`src/rtl/fetch_pkg.sv`:
```
// Shared types and default widths for the instruction-fetch front end.
`ifndef COMMON_WIDTH
`define COMMON_WIDTH 32
`endif

package fetch_pkg;

  localparam int unsigned DEF_ADDR_W = `COMMON_WIDTH;
  localparam int unsigned DEF_DATA_W = `COMMON_WIDTH;

  typedef enum logic {
    IDLE = 1'b0,
    WAIT = 1'b1
  } fetch_state_e;

  typedef struct packed {
    logic [DEF_ADDR_W-1:0] pc;
    logic [DEF_DATA_W-1:0] inst;
  } fetch_entry_t;

endpackage

```
`src/rtl/fetch_fifo.sv`:
```
// Small circular buffer of fetched {pc, inst} entries; clear has priority over push/pop.
module fetch_fifo #(
  parameter int unsigned W     = 64,
  parameter int unsigned DEPTH = 2
) (
  input  logic                       clk,
  input  logic                       rst_n,
  input  logic                       clear_i,
  input  logic                       push_i,
  input  logic [W-1:0]               wdata_i,
  input  logic                       pop_i,
  output logic [W-1:0]               rdata_o,
  output logic [$clog2(DEPTH):0]     count_o,
  output logic                       full_o,
  output logic                       empty_o
);

  localparam int unsigned PTR_W = $clog2(DEPTH);
  localparam int unsigned CNT_W = PTR_W + 1;

  logic [W-1:0]     mem_q [DEPTH];
  logic [PTR_W-1:0] wr_ptr_q, rd_ptr_q;
  logic [CNT_W-1:0] count_q;
  logic             do_push, do_pop;

  // Effective push/pop; an empty pop is ignored, and clear overrides both.
  always_comb begin
    do_push = push_i && !full_o && !clear_i;
    do_pop  = pop_i && !empty_o && !clear_i;
  end

  assign full_o  = (count_q == CNT_W'(DEPTH));
  assign empty_o = (count_q == '0);
  assign count_o = count_q;
  assign rdata_o = empty_o ? '0 : mem_q[rd_ptr_q];

  // Pointer and occupancy bookkeeping; pointers wrap naturally (DEPTH is a power of two).
  always_ff @(posedge clk or negedge rst_n) begin
    if (!rst_n) begin
      wr_ptr_q <= '0;
      rd_ptr_q <= '0;
      count_q  <= '0;
    end else if (clear_i) begin
      wr_ptr_q <= '0;
      rd_ptr_q <= '0;
      count_q  <= '0;
    end else begin
      if (do_push) wr_ptr_q <= wr_ptr_q + PTR_W'(1);
      if (do_pop)  rd_ptr_q <= rd_ptr_q + PTR_W'(1);
      count_q <= count_q + CNT_W'(do_push) - CNT_W'(do_pop);
    end
  end

  // Entry storage; contents are only visible through the empty-gated head mux.
  always_ff @(posedge clk) begin
    if (do_push) mem_q[wr_ptr_q] <= wdata_i;
  end

endmodule

```
`src/rtl/inst_fetch.sv`:
```
// Instruction-fetch front end: consumes pc_addr, keeps one request outstanding to
// instruction memory, buffers returned words with their PC, and presents them to decode.
module inst_fetch
  import fetch_pkg::*;
#(
  parameter int unsigned ADDR_W    = DEF_ADDR_W,
  parameter int unsigned DATA_W    = DEF_DATA_W,
  parameter int unsigned BUF_DEPTH = 2
) (
  input  logic              clk,
  input  logic              rst_n,
  input  logic [ADDR_W-1:0] pc_addr,
  output logic              stall,
  input  logic              flush,
  output logic              imem_req,
  output logic [ADDR_W-1:0] imem_addr,
  input  logic              imem_ack,
  input  logic [DATA_W-1:0] imem_rdata,
  output logic              inst_valid,
  output logic [DATA_W-1:0] inst_data,
  output logic [ADDR_W-1:0] inst_pc,
  input  logic              inst_ready
);

  localparam int unsigned CNT_W = $clog2(BUF_DEPTH) + 1;
  localparam int unsigned ENT_W = ADDR_W + DATA_W;

  fetch_state_e      state_q;
  logic              req_q;
  logic [ADDR_W-1:0] req_addr_q;
  logic              drop_q;

  logic [CNT_W-1:0]  fifo_count;
  logic              fifo_full, fifo_empty;
  logic [ENT_W-1:0]  fifo_head;

  logic              push, pop, credit, capture;
  logic [CNT_W:0]    occ_next;

  // Credit counts the FIFO as it will be after this cycle's pop and push, so a word
  // landing on the same edge as a new capture is already accounted for.
  always_comb begin
    pop      = !fifo_empty && inst_ready;
    push     = (state_q == WAIT) && imem_ack && !drop_q && !flush && !fifo_full;
    occ_next = (CNT_W+1)'(fifo_count) - (CNT_W+1)'(pop) + (CNT_W+1)'(push);
    credit   = occ_next < (CNT_W+1)'(BUF_DEPTH);
    capture  = credit && !flush && ((state_q == IDLE) || imem_ack);
  end

  assign stall      = !rst_n || !capture;
  assign imem_req   = req_q;
  assign imem_addr  = req_addr_q;
  assign inst_valid = !fifo_empty;
  assign {inst_pc, inst_data} = fifo_head;

  // Request FSM: capture PC, wait for ack, chain back-to-back when credit allows.
  always_ff @(posedge clk or negedge rst_n) begin
    if (!rst_n) begin
      state_q    <= IDLE;
      req_q      <= 1'b0;
      req_addr_q <= '0;
      drop_q     <= 1'b0;
    end else begin
      case (state_q)
        IDLE: begin
          if (capture) begin
            req_addr_q <= pc_addr;
            req_q      <= 1'b1;
            state_q    <= WAIT;
          end
        end
        WAIT: begin
          if (imem_ack) begin
            drop_q <= 1'b0;
            if (capture) begin
              req_addr_q <= pc_addr;
            end else begin
              req_q   <= 1'b0;
              state_q <= IDLE;
            end
          end else if (flush) begin
            drop_q <= 1'b1;
          end
        end
        default: begin
          req_q   <= 1'b0;
          state_q <= IDLE;
        end
      endcase
    end
  end

  fetch_fifo #(
    .W     (ENT_W),
    .DEPTH (BUF_DEPTH)
  ) u_fifo (
    .clk     (clk),
    .rst_n   (rst_n),
    .clear_i (flush),
    .push_i  (push),
    .wdata_i ({req_addr_q, imem_rdata}),
    .pop_i   (pop),
    .rdata_o (fifo_head),
    .count_o (fifo_count),
    .full_o  (fifo_full),
    .empty_o (fifo_empty)
  );

endmodule

```
`config.mk`:
```
export PLATFORM = sky130hd
export DESIGN_NAME = inst_fetch
export DESIGN_NICKNAME = d
export VERILOG_FILES = /design/src/rtl/fetch_pkg.sv /design/src/rtl/fetch_fifo.sv /design/src/rtl/inst_fetch.sv
export SDC_FILE = /design/constraint.sdc
export NUM_CORES = 1
export LEC_CHECK = 0
export BUFFER_PORTS_ARGS = -buffer_cell sky130_fd_sc_hd__buf_2
export CAP_MARGIN = 20
export CORE_MARGIN = 5
export CORE_UTILIZATION = 45
export CTS_BUF_LIST = sky130_fd_sc_hd__clkbuf_8
export DETAILED_ROUTE_END_ITERATION = 7
export PLACE_DENSITY_LB_ADDON = 0.1
export SLEW_MARGIN = 5
export SYNTH_ARGS = -nofsm -noshare
export SYNTH_HDL_FRONTEND = slang
export SYNTH_SLANG_ARGS = --single-unit
```
`constraint.sdc`:
```
create_clock -name clk -period 9.5 [get_ports clk]
set_clock_uncertainty 0.05 [all_clocks]
set_input_delay 0.95 -clock clk [delete_from_list [all_inputs] [get_ports clk]]
set_output_delay 0.95 -clock clk [all_outputs]
set_load 0.1 [all_outputs]
```
After elaboration in Yosys (flattened, before gate mapping) --
Memories as Yosys holds them, arrays and structs flattened. Index checks and enable logic that the tools add are counted. Widths: inputs -> output; s select.
Storage, ports and cells: register bits 39, RAM bits 128, bits of input ports 69, output and inout port bits 99, logic and storage cells 65, memories kept 1
Cells by class: $add $sub $neg 6, order comparisons 1, equal/unequal tests 4, muxes and demuxes 20, bitwise gates (word level) 1, reductions and logical operators 25
Memory list:
- u_fifo.mem_q | depth 2, width 64, read ports 1, clocked after Yosys merged registers in 0, wr ports 1, line fetch_fifo.sv:21 | logic [W-1:0] mem_q [DEPTH];
Operators by type and width (count):
- $mux 32 | 2
- $mux 64 | 1
- $pmux 32 s2 | 1
- $mux 1 | 13
- $logic_and 1x1->1 | 11
- $logic_not 1->1 | 6
- $ne 2x2->1 const B | 3
- $reduce_bool 2->1 | 3
- $pmux 1 s2 | 2
- $add 3x1->3 | 1
- $lt 3x2->1 const B | 1
- $reduce_and 3->1 | 1
- $sub 2x1->3 | 1
- $add 1x1->1 const B | 2
- $add 2x1->2 | 1
- $eq 2x2->1 const B | 1
- $logic_not 2->1 | 1
- $logic_or 1x1->1 | 2
- $mux 2 | 1
- $reduce_and 2->1 | 1
- $sub 2x1->2 | 1
- $not 1->1 | 1

Longest topological paths before layout --
Gate-level depths: netlist (run 1).
depth in word-level cells 11, gate-level depth with buffers 10, mapped depth without buffers 8

By module --
A second synthesis (run 1) with hierarchy kept.
Second synthesis, totals: cells, all modules 386, area, all modules 6665.1 um^2
By module, submodules not included:
- fetch_fifo | times used 1, cells each 295, area each 5117.4 um^2, seq. area each 3943.8 um^2
- inst_fetch | times used 1, cells each 91, area each 1547.7 um^2, seq. area each 875.8 um^2

Least setup slack after synthesis (run 1) --
No wires, ideal clock.
kind input to register, start point in imem_ack, end point mem u_fifo.mem_q[0][0] (enable), library setup time 486 ps, data arrival time 4105 ps, data required time 8964 ps, path slack 4859 ps, stages on the path 3, path buffers 0, cells stage by stage nand2_1 > a2111o_1 > nor2_1
Between the ends: longest elaborated chain between the ends 8
RTL lines:
- start: declaration | line inst_fetch.sv:17 | input logic imem_ack,
- $logic_and 1x1->1 (4 in a row) | line inst_fetch.sv:44 | push = (state_q == WAIT) && imem_ack && !drop_q && !flush && !fifo_full;
- $logic_and 1x1->1 (2 in a row) | line fetch_fifo.sv:28 | do_push = push_i && !full_o && !clear_i;
- $mux 1 | line fetch_fifo.sv:56 | if (do_push) mem_q[wr_ptr_q] <= wdata_i;
- $mux 1 (implied by the code) | line fetch_fifo.sv:56
- end: declaration | line fetch_fifo.sv:21
No other way between the ends.

Worst setup path in the final report (run 1) --
start point reg u_fifo.count_q[1], in the netlist u_fifo.count_o[1], end point out stall
Between the ends: longest elaborated chain between the ends 10, elaborated cells on any way between the ends 13, classes of those cells add/sub: 2; order compare: 1; eq/ne: 1; reduce/logical: 9
RTL lines:
- start: declaration | line fetch_fifo.sv:23 | logic [CNT_W-1:0] count_q;
- start signal: assignment | line fetch_fifo.sv:50 | count_q <= count_q + CNT_W'(do_push) - CNT_W'(do_pop);
- $logic_not 2->1 | line fetch_fifo.sv:33 | assign empty_o = (count_q == '0);
- $logic_not 1->1 | line inst_fetch.sv:43 | pop = !fifo_empty && inst_ready;
- $logic_and 1x1->1 | line inst_fetch.sv:43
- $sub 2x1->3 | line inst_fetch.sv:45 | occ_next = (CNT_W+1)'(fifo_count) - (CNT_W+1)'(pop) + (CNT_W+1)'(push);
- $add 3x1->3 * | line inst_fetch.sv:45
- $lt 3x2->1 * | line inst_fetch.sv:46 | credit = occ_next < (CNT_W+1)'(BUF_DEPTH);
- $logic_and 1x1->1 * (2 in a row) | line inst_fetch.sv:47 | capture = credit && !flush && ((state_q == IDLE) || imem_ack);
- $logic_not 1->1 * | line inst_fetch.sv:50 | assign stall = !rst_n || !capture;
- $logic_or 1x1->1 * | line inst_fetch.sv:50
- end: declaration | line inst_fetch.sv:13 | output logic stall,
Every way passes the cells marked *; elsewhere a longest branch is shown, timed or not.

==> results of run 1 <==
[cell type report]
cell class,instances,area (µm²)
clock buffer,19,262
antenna,1,2.50
sequential,167,4820
timing repair buffer,172,886
tap,184,230
clock inverter,13,141
fill,1216,6410
inverter,7,26.3
multi-input combinational,191,1590
[worst register-to-register path: stages, from the launching register on]
cell and delay [ps]:
dfrtp_1 500, o21ai_0 360, inv_1 100, ha_1 290
or2_1 250, fa_1 490, nor2b_1 220, and3_2 590
buf_12 260, mux2_1 340
[metal layers]
layer	vias to the layer above	share of wire (%)	GRT usage (%)	wire [µm]
met2	110	51	25.5	6580
li1	1735	-	-	-
met4	2	1.1	5.81	138
met1	1811	40	18.5	5120
met5	-	0.10	0	13
met3	14	7.3	5.32	932
[cell families after synthesis]
kind of cell               Yosys count  synth area share (%)
adders and majority gates            4                 0.883
AOI/OAI and AO/OA                    6                 0.595
muxes                               97                  17.2
and+or+nand+nor                     80                  4.84
DFF                                167                  73.9
buffers and inverters               25                  2.03
xor gates and xnor gates             4                 0.538
[state kept, by name (all words and copies together) (netlist names)]
signal and cells:
drop_q 1, imem_addr 32, imem_req 1, state_q 1
u_fifo.count_o 2, u_fifo.mem_q 128, u_fifo.rd_ptr_q 1, u_fifo.wr_ptr_q 1
[per-stage QoR]
step / instance area [µm²] / utilization [%] / hold WS, ps / instances
final: 7960 / 55.4 / 451 / 754
after global routing: 7960 / 55.4 / 474 / 754
after CTS: 7940 / 55.3 / 454 / 752
after detailed placement: 7540 / 52.4 / 432 / 720
after global placement: 7540 / 52.4 / 423 / 720
after floorplan: 6520 / - / 419 / 383
[synth_stat cells, types with 2 or more instances]
cell type / number / area [µm²]
clkbuf_1: 3 / 11.3
dfrtp_1: 39 / 976
xnor2_1: 2 / 17.5
nand2_1: 4 / 15.0
nor2_1: 70 / 263
inv_1: 6 / 22.5
a21oi_1: 3 / 15.0
buf_6: 4 / 45.0
nor2b_1: 2 / 12.5
mux2i_1: 65 / 651
xor2_1: 2 / 17.5
mux2_4: 29 / 435
ha_1: 3 / 37.5
edfxtp_1: 128 / 3840
nand2b_1: 2 / 12.5
mux2_1: 3 / 33.8
buf_1: 4 / 15.0
buf_2: 7 / 35.0
[how the worst max path moves through the flow]
stage                     depth (start not counted)            endpoint  slack, ps         startpoint
final                                            10               stall       4600  u_fifo.count_o[1]
after global placement                            9               stall       4590           imem_ack
after global routing                             10               stall       4230  u_fifo.count_o[1]
after CTS                                         9               stall       4350  u_fifo.count_o[1]
after detailed placement                          9               stall       4480           imem_ack
after floorplan                                   3  u_fifo.mem_q[0][0]       4860           imem_ack
==> out/metrics.yaml, run 1 <==
outcome: "completed"
synthCells: 383
drv_slew: 0
die_area_mm2: 0.0170
hold_viol_final: 0
port-buffer-count: 167
final_nets: 629
track_usage_pct: 15.3
yosysWarnings: 0
antenna_found_initial: 2
via_per_inst: 4.87
root_buffer: "clkbuf_8"
initial_core_util_pct: 45.4
grt_max_degree: 66
crit_buf_inv: 3
crit_required_ps: 8500
path_clk_slew_ps: 80
dpl_worst_slack_ps: 4480
grt_pass1_vias: 3728
vias: 3672
grt_pass1_wl_um: 19300
synth_cell_types: 25
drt_iter0_drc: 197
drive_gt1_share_pct: 40.9
die_h_um: 130
hold_depth: 0
rsz0062_at_grt: "false"
syn_nets: 456
cts.sinks: 167
areaGrowthSynthToFinish_pct: 22.1
layout_commonest_cell: "buf_2"
route.detailed.drc: 0
ant_nets: 0
yosys_most_used_dff: "edfxtp_1"
r2r-start: "u_fifo.count_o[1]"
fin_ws_ps: 4600
wl_um: 12800
cts-htree-levels: 4
startpoint_type: "flip-flop"
overflow: 0
cts_hold_buf: 0
post-dp-hpwl_um: 8010
num_rows: 44
cp.arrival_ps: 3900
die_w_um: 130
syn-cell-area_mm2: 0.00652
cp_cell_sequence: "o21ai_0 -> inv_1 -> ha_1 -> or2_1 -> fa_1 -> nor2b_1 -> and3_2 -> buf_12 -> nand2_1 -> buf_2"
drtPass1Iterations: 4
maxCapViolations: 0
wl_per_cell_um: 17.0
worst_slew_margin_rel_pct: 35.2
gp_congestion: 0.784
min_from: "imem_addr[3]"
boundaryPins: 168
clockBufferDepth: 2
crit_family: "simple AND/OR/NAND/NOR gates"
synthArstFlopShare_pct: 23.4
finalCriticalPeriod_ps: 4900
hold_class: "reg2reg"
clk-insertion-delay-late_ps: 440
core_area_mm2: 0.0144
slowest_delay_ps: 590
seq_area_frac_synth_pct: 73.9
critical_path_class: "reg2out"
setup_viol_count_final: 0
mostFrequentLayoutCells: "167 x buf_2, 128 x edfxtp_1, 67 x nor2_1, 65 x mux2i_1, 38 x dfrtp_1"
timing.fmax_mhz: 204
final.setup.tns_ps: 0
synth_edf_count: 128
crit_path_end_kind: "output pin"
period_share_pct: 51.6
synth-seq-cells: 167
cts_resized: 0
worstHoldEndpoint: "u_fifo.mem_q[0][35]"
cts_made_buffers: 17
cp_slowest_cell: "and3_2"
crit_fanout: 20
r2r_slack_ps: 5940
cts_tree: "yes"
worst_slew_pin_slew_ps: 972
r2r-end: "imem_addr[1]"
reg2regPathDepth: 9
avgSynthCellArea_um2: 17.0
cts_setup_buffers: 0
Power of run 1 is not shown: default switching activity piles up to over one toggle a cycle in this logic, so the estimate is an artifact.
==> run 2, diff against run 1 <==
Clock period 9.5 ns to 5 ns, I/O delays scaled along.
==> out/metrics.yaml, run 2 (synthesized netlist as in run 1, its figures left out) <==
outcome: "completed"
cp_slowest_cell: "dfrtp_1"
rsz0062_at_grt: "false"
fin_cells: 757
clockBufferDepth: 2
wl_per_cell_um: 17.0
critical_path_class: "reg2out"
path_clk_slew_ps: 80
grt_max_degree: 65
antenna_found_initial: 1
grt_pass1_vias: 3662
initial_core_util_pct: 45.4
track_usage_pct: 15.4
crit_path_end_kind: "output pin"
post-place-cells: 725
cts_tree: "yes"
die_area_mm2: 0.0170
drtPass1Iterations: 4
port-buffer-count: 167
slowest_delay_ps: 490
timing.fmax_mhz: 266
n_antenna_cell: 0
worst_slew_margin_rel_pct: 41.1
final.setup.tns_ps: 0
crit_required_ps: 4450
cts_resized: 0
cts-htree-levels: 4
root_buffer: "clkbuf_8"
startpoint_type: "flip-flop"
overflow: 0
drv_slew: 0
layout_commonest_cell: "buf_2"
drt_iter0_drc: 163
crit_fanout: 6
gp_congestion: 0.800
wl_um: 12800
cts_hold_buf: 0
boundaryPins: 168
ant_nets: 0
via_per_inst: 4.78
period_share_pct: 75.2
hold_viol_final: 0
final_nets: 633
cts_made_buffers: 17
regMostFlops: "u_fifo.mem_q"
mostFrequentLayoutCells: "167 x buf_2, 128 x edfxtp_1, 67 x nor2_1, 65 x mux2i_1, 38 x dfrtp_1"
hold_class: "in2async"
drive_gt1_share_pct: 41.7
setup_viol_count_final: 0
largest_register_ffs: 128
post-dp-hpwl_um: 8430
finalCriticalPeriod_ps: 3760
maxCapViolations: 0
dpl_worst_slack_ps: 1520
num_rows: 44
vias: 3619
cp_cell_sequence: "o21ai_0 -> inv_1 -> ha_1 -> or2_1 -> fa_1 -> nor2b_1 -> and3_2 -> nand2_1 -> buf_2"
cp.arrival_ps: 3210
cts_setup_buffers: 0
worst_slew_pin_slew_ps: 883
route.detailed.drc: 0
cts.sinks: 167
die_h_um: 130
nFillCells: 1212
grt_pass1_wl_um: 19600
core_area_mm2: 0.0144
areaGrowthSynthToFinish_pct: 23.4
fin_ws_ps: 1240
clk-insertion-delay-late_ps: 440
r2r_slack_ps: 1540
die_w_um: 130
[run 2: worst max-delay path, delay by kind of cell, from the launching register on]
family / cells / cell delay, ps
and+or+nand+nor: 4 / 700
DFF: 1 / 490
AOI/OAI and AO/OA: 1 / 370
adders and majority gates: 2 / 710
buffers and inverters: 2 / 510
[run 2: layout make-up]
| type | instances | area, µm² | area share [%] |
|---|---|---|---|
| Timing Repair Buffer | 176 | 936 | 11.6 |
| Multi-Input combinational cell | 191 | 1590 | 19.8 |
| Inverter | 7 | 26.3 | 0.327 |
| Tap cell | 184 | 230 | 2.86 |
| Sequential cell | 167 | 4820 | 60.0 |
| Clock inverter | 12 | 161 | 2.01 |
| Clock buffer | 20 | 275 | 3.42 |
[run 2: per-layer routing]
layer | up-vias | share of wire (%) | GRT usage [%] | wire (µm)
li1 | 1738 | - | - | -
met4 | 2 | 2.0 | 6.72 | 258
met1 | 1753 | 43 | 19.8 | 5540
met5 | - | 0.13 | 0 | 17
met3 | 22 | 6.4 | 4.67 | 816
met2 | 104 | 48 | 24.4 | 6210
[run 2: final timing paths]
check | startpoint | to | cells past startpoint
setup / recovery | u_fifo.count_o[1] | stall | 9
hold / removal | rst_n | imem_addr[3] | 2
setup reg to reg | u_fifo.count_o[1] | imem_addr[2] | 9
hold reg to reg | imem_addr[3] | u_fifo.mem_q[1][35] | 0
max in group asynchronous | rst_n | u_fifo.rd_ptr_q | 2
min in group clk | imem_rdata[19] | u_fifo.mem_q[1][19] | 1
[run 2: metrics by stage]
step	area [µm²]	hold slack, ps	utilization (%)
after detailed placement	7610	432	52.9
after global routing	8040	93.2	56.0
final	8040	63.0	56.0
after CTS	8040	55.9	56.0
after global placement	7560	423	52.6
after floorplan	6520	154	-
Power of run 2 is left out for the same reason.
==> run 3, diff against run 2 <==
Clock period 5 ns to 3.4 ns, I/O delays scaled along.
==> out/metrics.yaml, run 3 (synthesized netlist as in run 1, its figures left out) <==
outcome: "completed"
timing.fmax_mhz: 310
crit_required_ps: 3010
startpoint_type: "flip-flop"
die_area_mm2: 0.0170
final_nets: 653
crit_path_end_kind: "output pin"
ant_nets: 0
hold_depth: 1
hold_class: "in2reg"
areaGrowthSynthToFinish_pct: 27.3
drtPass1Iterations: 4
post-dp-hpwl_um: 8330
r2r-end: "imem_addr[28]"
grt_max_degree: 65
drt_iter0_drc: 216
vias: 3749
wl_per_cell_um: 16.8
initial_core_util_pct: 45.4
cts_made_buffers: 17
critical_path_class: "reg2out"
worstHoldEndpoint: "u_fifo.mem_q[0][19]"
clk-insertion-delay-late_ps: 440
cts.sinks: 167
min_from: "imem_rdata[19]"
cts-htree-levels: 4
grt_pass1_vias: 3802
wl_met3_um: 814
crit_fanout: 6
setup_viol_count_final: 0
antenna_found_initial: 0
root_buffer: "clkbuf_8"
track_usage_pct: 15.7
worst_slew_margin_rel_pct: 55.7
boundaryPins: 168
layout_commonest_cell: "buf_2"
rsz0062_at_grt: "false"
reg2regPathDepth: 10
hold_viol_final: 0
wl_met1_um: 5400
drive_gt1_share_pct: 41.5
path_clk_slew_ps: 80
via_per_inst: 4.82
mostFrequentLayoutCells: "166 x buf_2, 128 x edfxtp_1, 67 x nor2_1, 65 x mux2i_1, 37 x dfrtp_1"
maxCapViolations: 0
worst_slew_pin_slew_ps: 663
drv_slew: 0
largest_register_ffs: 128
grt_pass1_wl_um: 19800
wl_met2_um: 6510
period_share_pct: 95.0
overflow: 0
die_w_um: 130
routed.top_layer: "met4"
port-buffer-count: 167
route.detailed.drc: 0
r2r_slack_ps: 390
num_rows: 44
clockBufferDepth: 2
final_core_util_pct: 57.8
gp_congestion: 0.773
wl_um: 13000
finalCriticalPeriod_ps: 3230
r2r-start: "u_fifo.count_o[1]"
cts_tree: "yes"
core_area_mm2: 0.0144
die_h_um: 130
regMostFlops: "u_fifo.mem_q"
n_antenna_cell: 0
cp.arrival_ps: 2840
[run 3: how the worst max path moves through the flow]
| stage | start | depth (start not counted) | to |
|---|---|---|---|
| 6_report | u_fifo.count_o[1] | 9 | stall |
| 4_1_cts | u_fifo.count_o[1] | 9 | stall |
| 3_3_place_gp | u_fifo.count_o[1] | 9 | imem_addr[29] |
| 3_5_place_dp | u_fifo.count_o[1] | 9 | imem_addr[28] |
| 2_1_floorplan | u_fifo.count_o[1] | 2 | u_fifo.mem_q[0][0] |
| 5_1_grt | u_fifo.count_o[1] | 9 | stall |
[run 3: repair_timing]
| item | CTS | global route |
|---|---|---|
| hold buffers | 16 | 1 |
| resized for setup | 3 | 3 |
| hold endpoints to repair | 65 | 2 |
| pin swaps | 2 | 0 |
| gates cloned | 0 | 0 |
| setup buffers | 2 | 0 |
| endpoints found under the setup margin | 1 | 1 |
[run 3: cell type report]
type                    count  area, µm²
fillers                  1187       6070
clock inverters            13        188
clock buffers              19        262
well taps                 184        230
flip-flops and latches    167       4820
multi-input cells         191       1610
repair buffers            196       1160
inverters                   7       26.3
[run 3: routing by layer]
layer	global-route usage [%]	up-vias
met1	19.7	1841
li1	-	1780
met4	7.26	0
met2	25.7	106
met3	4.01	22
met5	0	-
[run 3: through the flow]
stage	hold slack [ps]	setup TNS (ps)	instances	instance area (µm²)	worst slack, ps
4_1_cts	0.506	0	776	8280	35.0
6_report	39.8	0	777	8300	169
3_3_place_gp	425	0	726	7650	355
2_1_floorplan	-5.59	-91940	383	6520	-718
5_1_grt	1.34	0	777	8300	15.3
3_5_place_dp	435	0	726	7650	215
[run 3: worst max-delay path: stages (launching register included)]
cell	delay, ps
dfrtp_2	490
o21ai_2	180
inv_1	70
ha_1	280
or2_1	240
fa_1	480
nor2b_2	180
and3_4	200
nand2_1	90
buf_12	180
Power of run 3 is left out for the same reason.
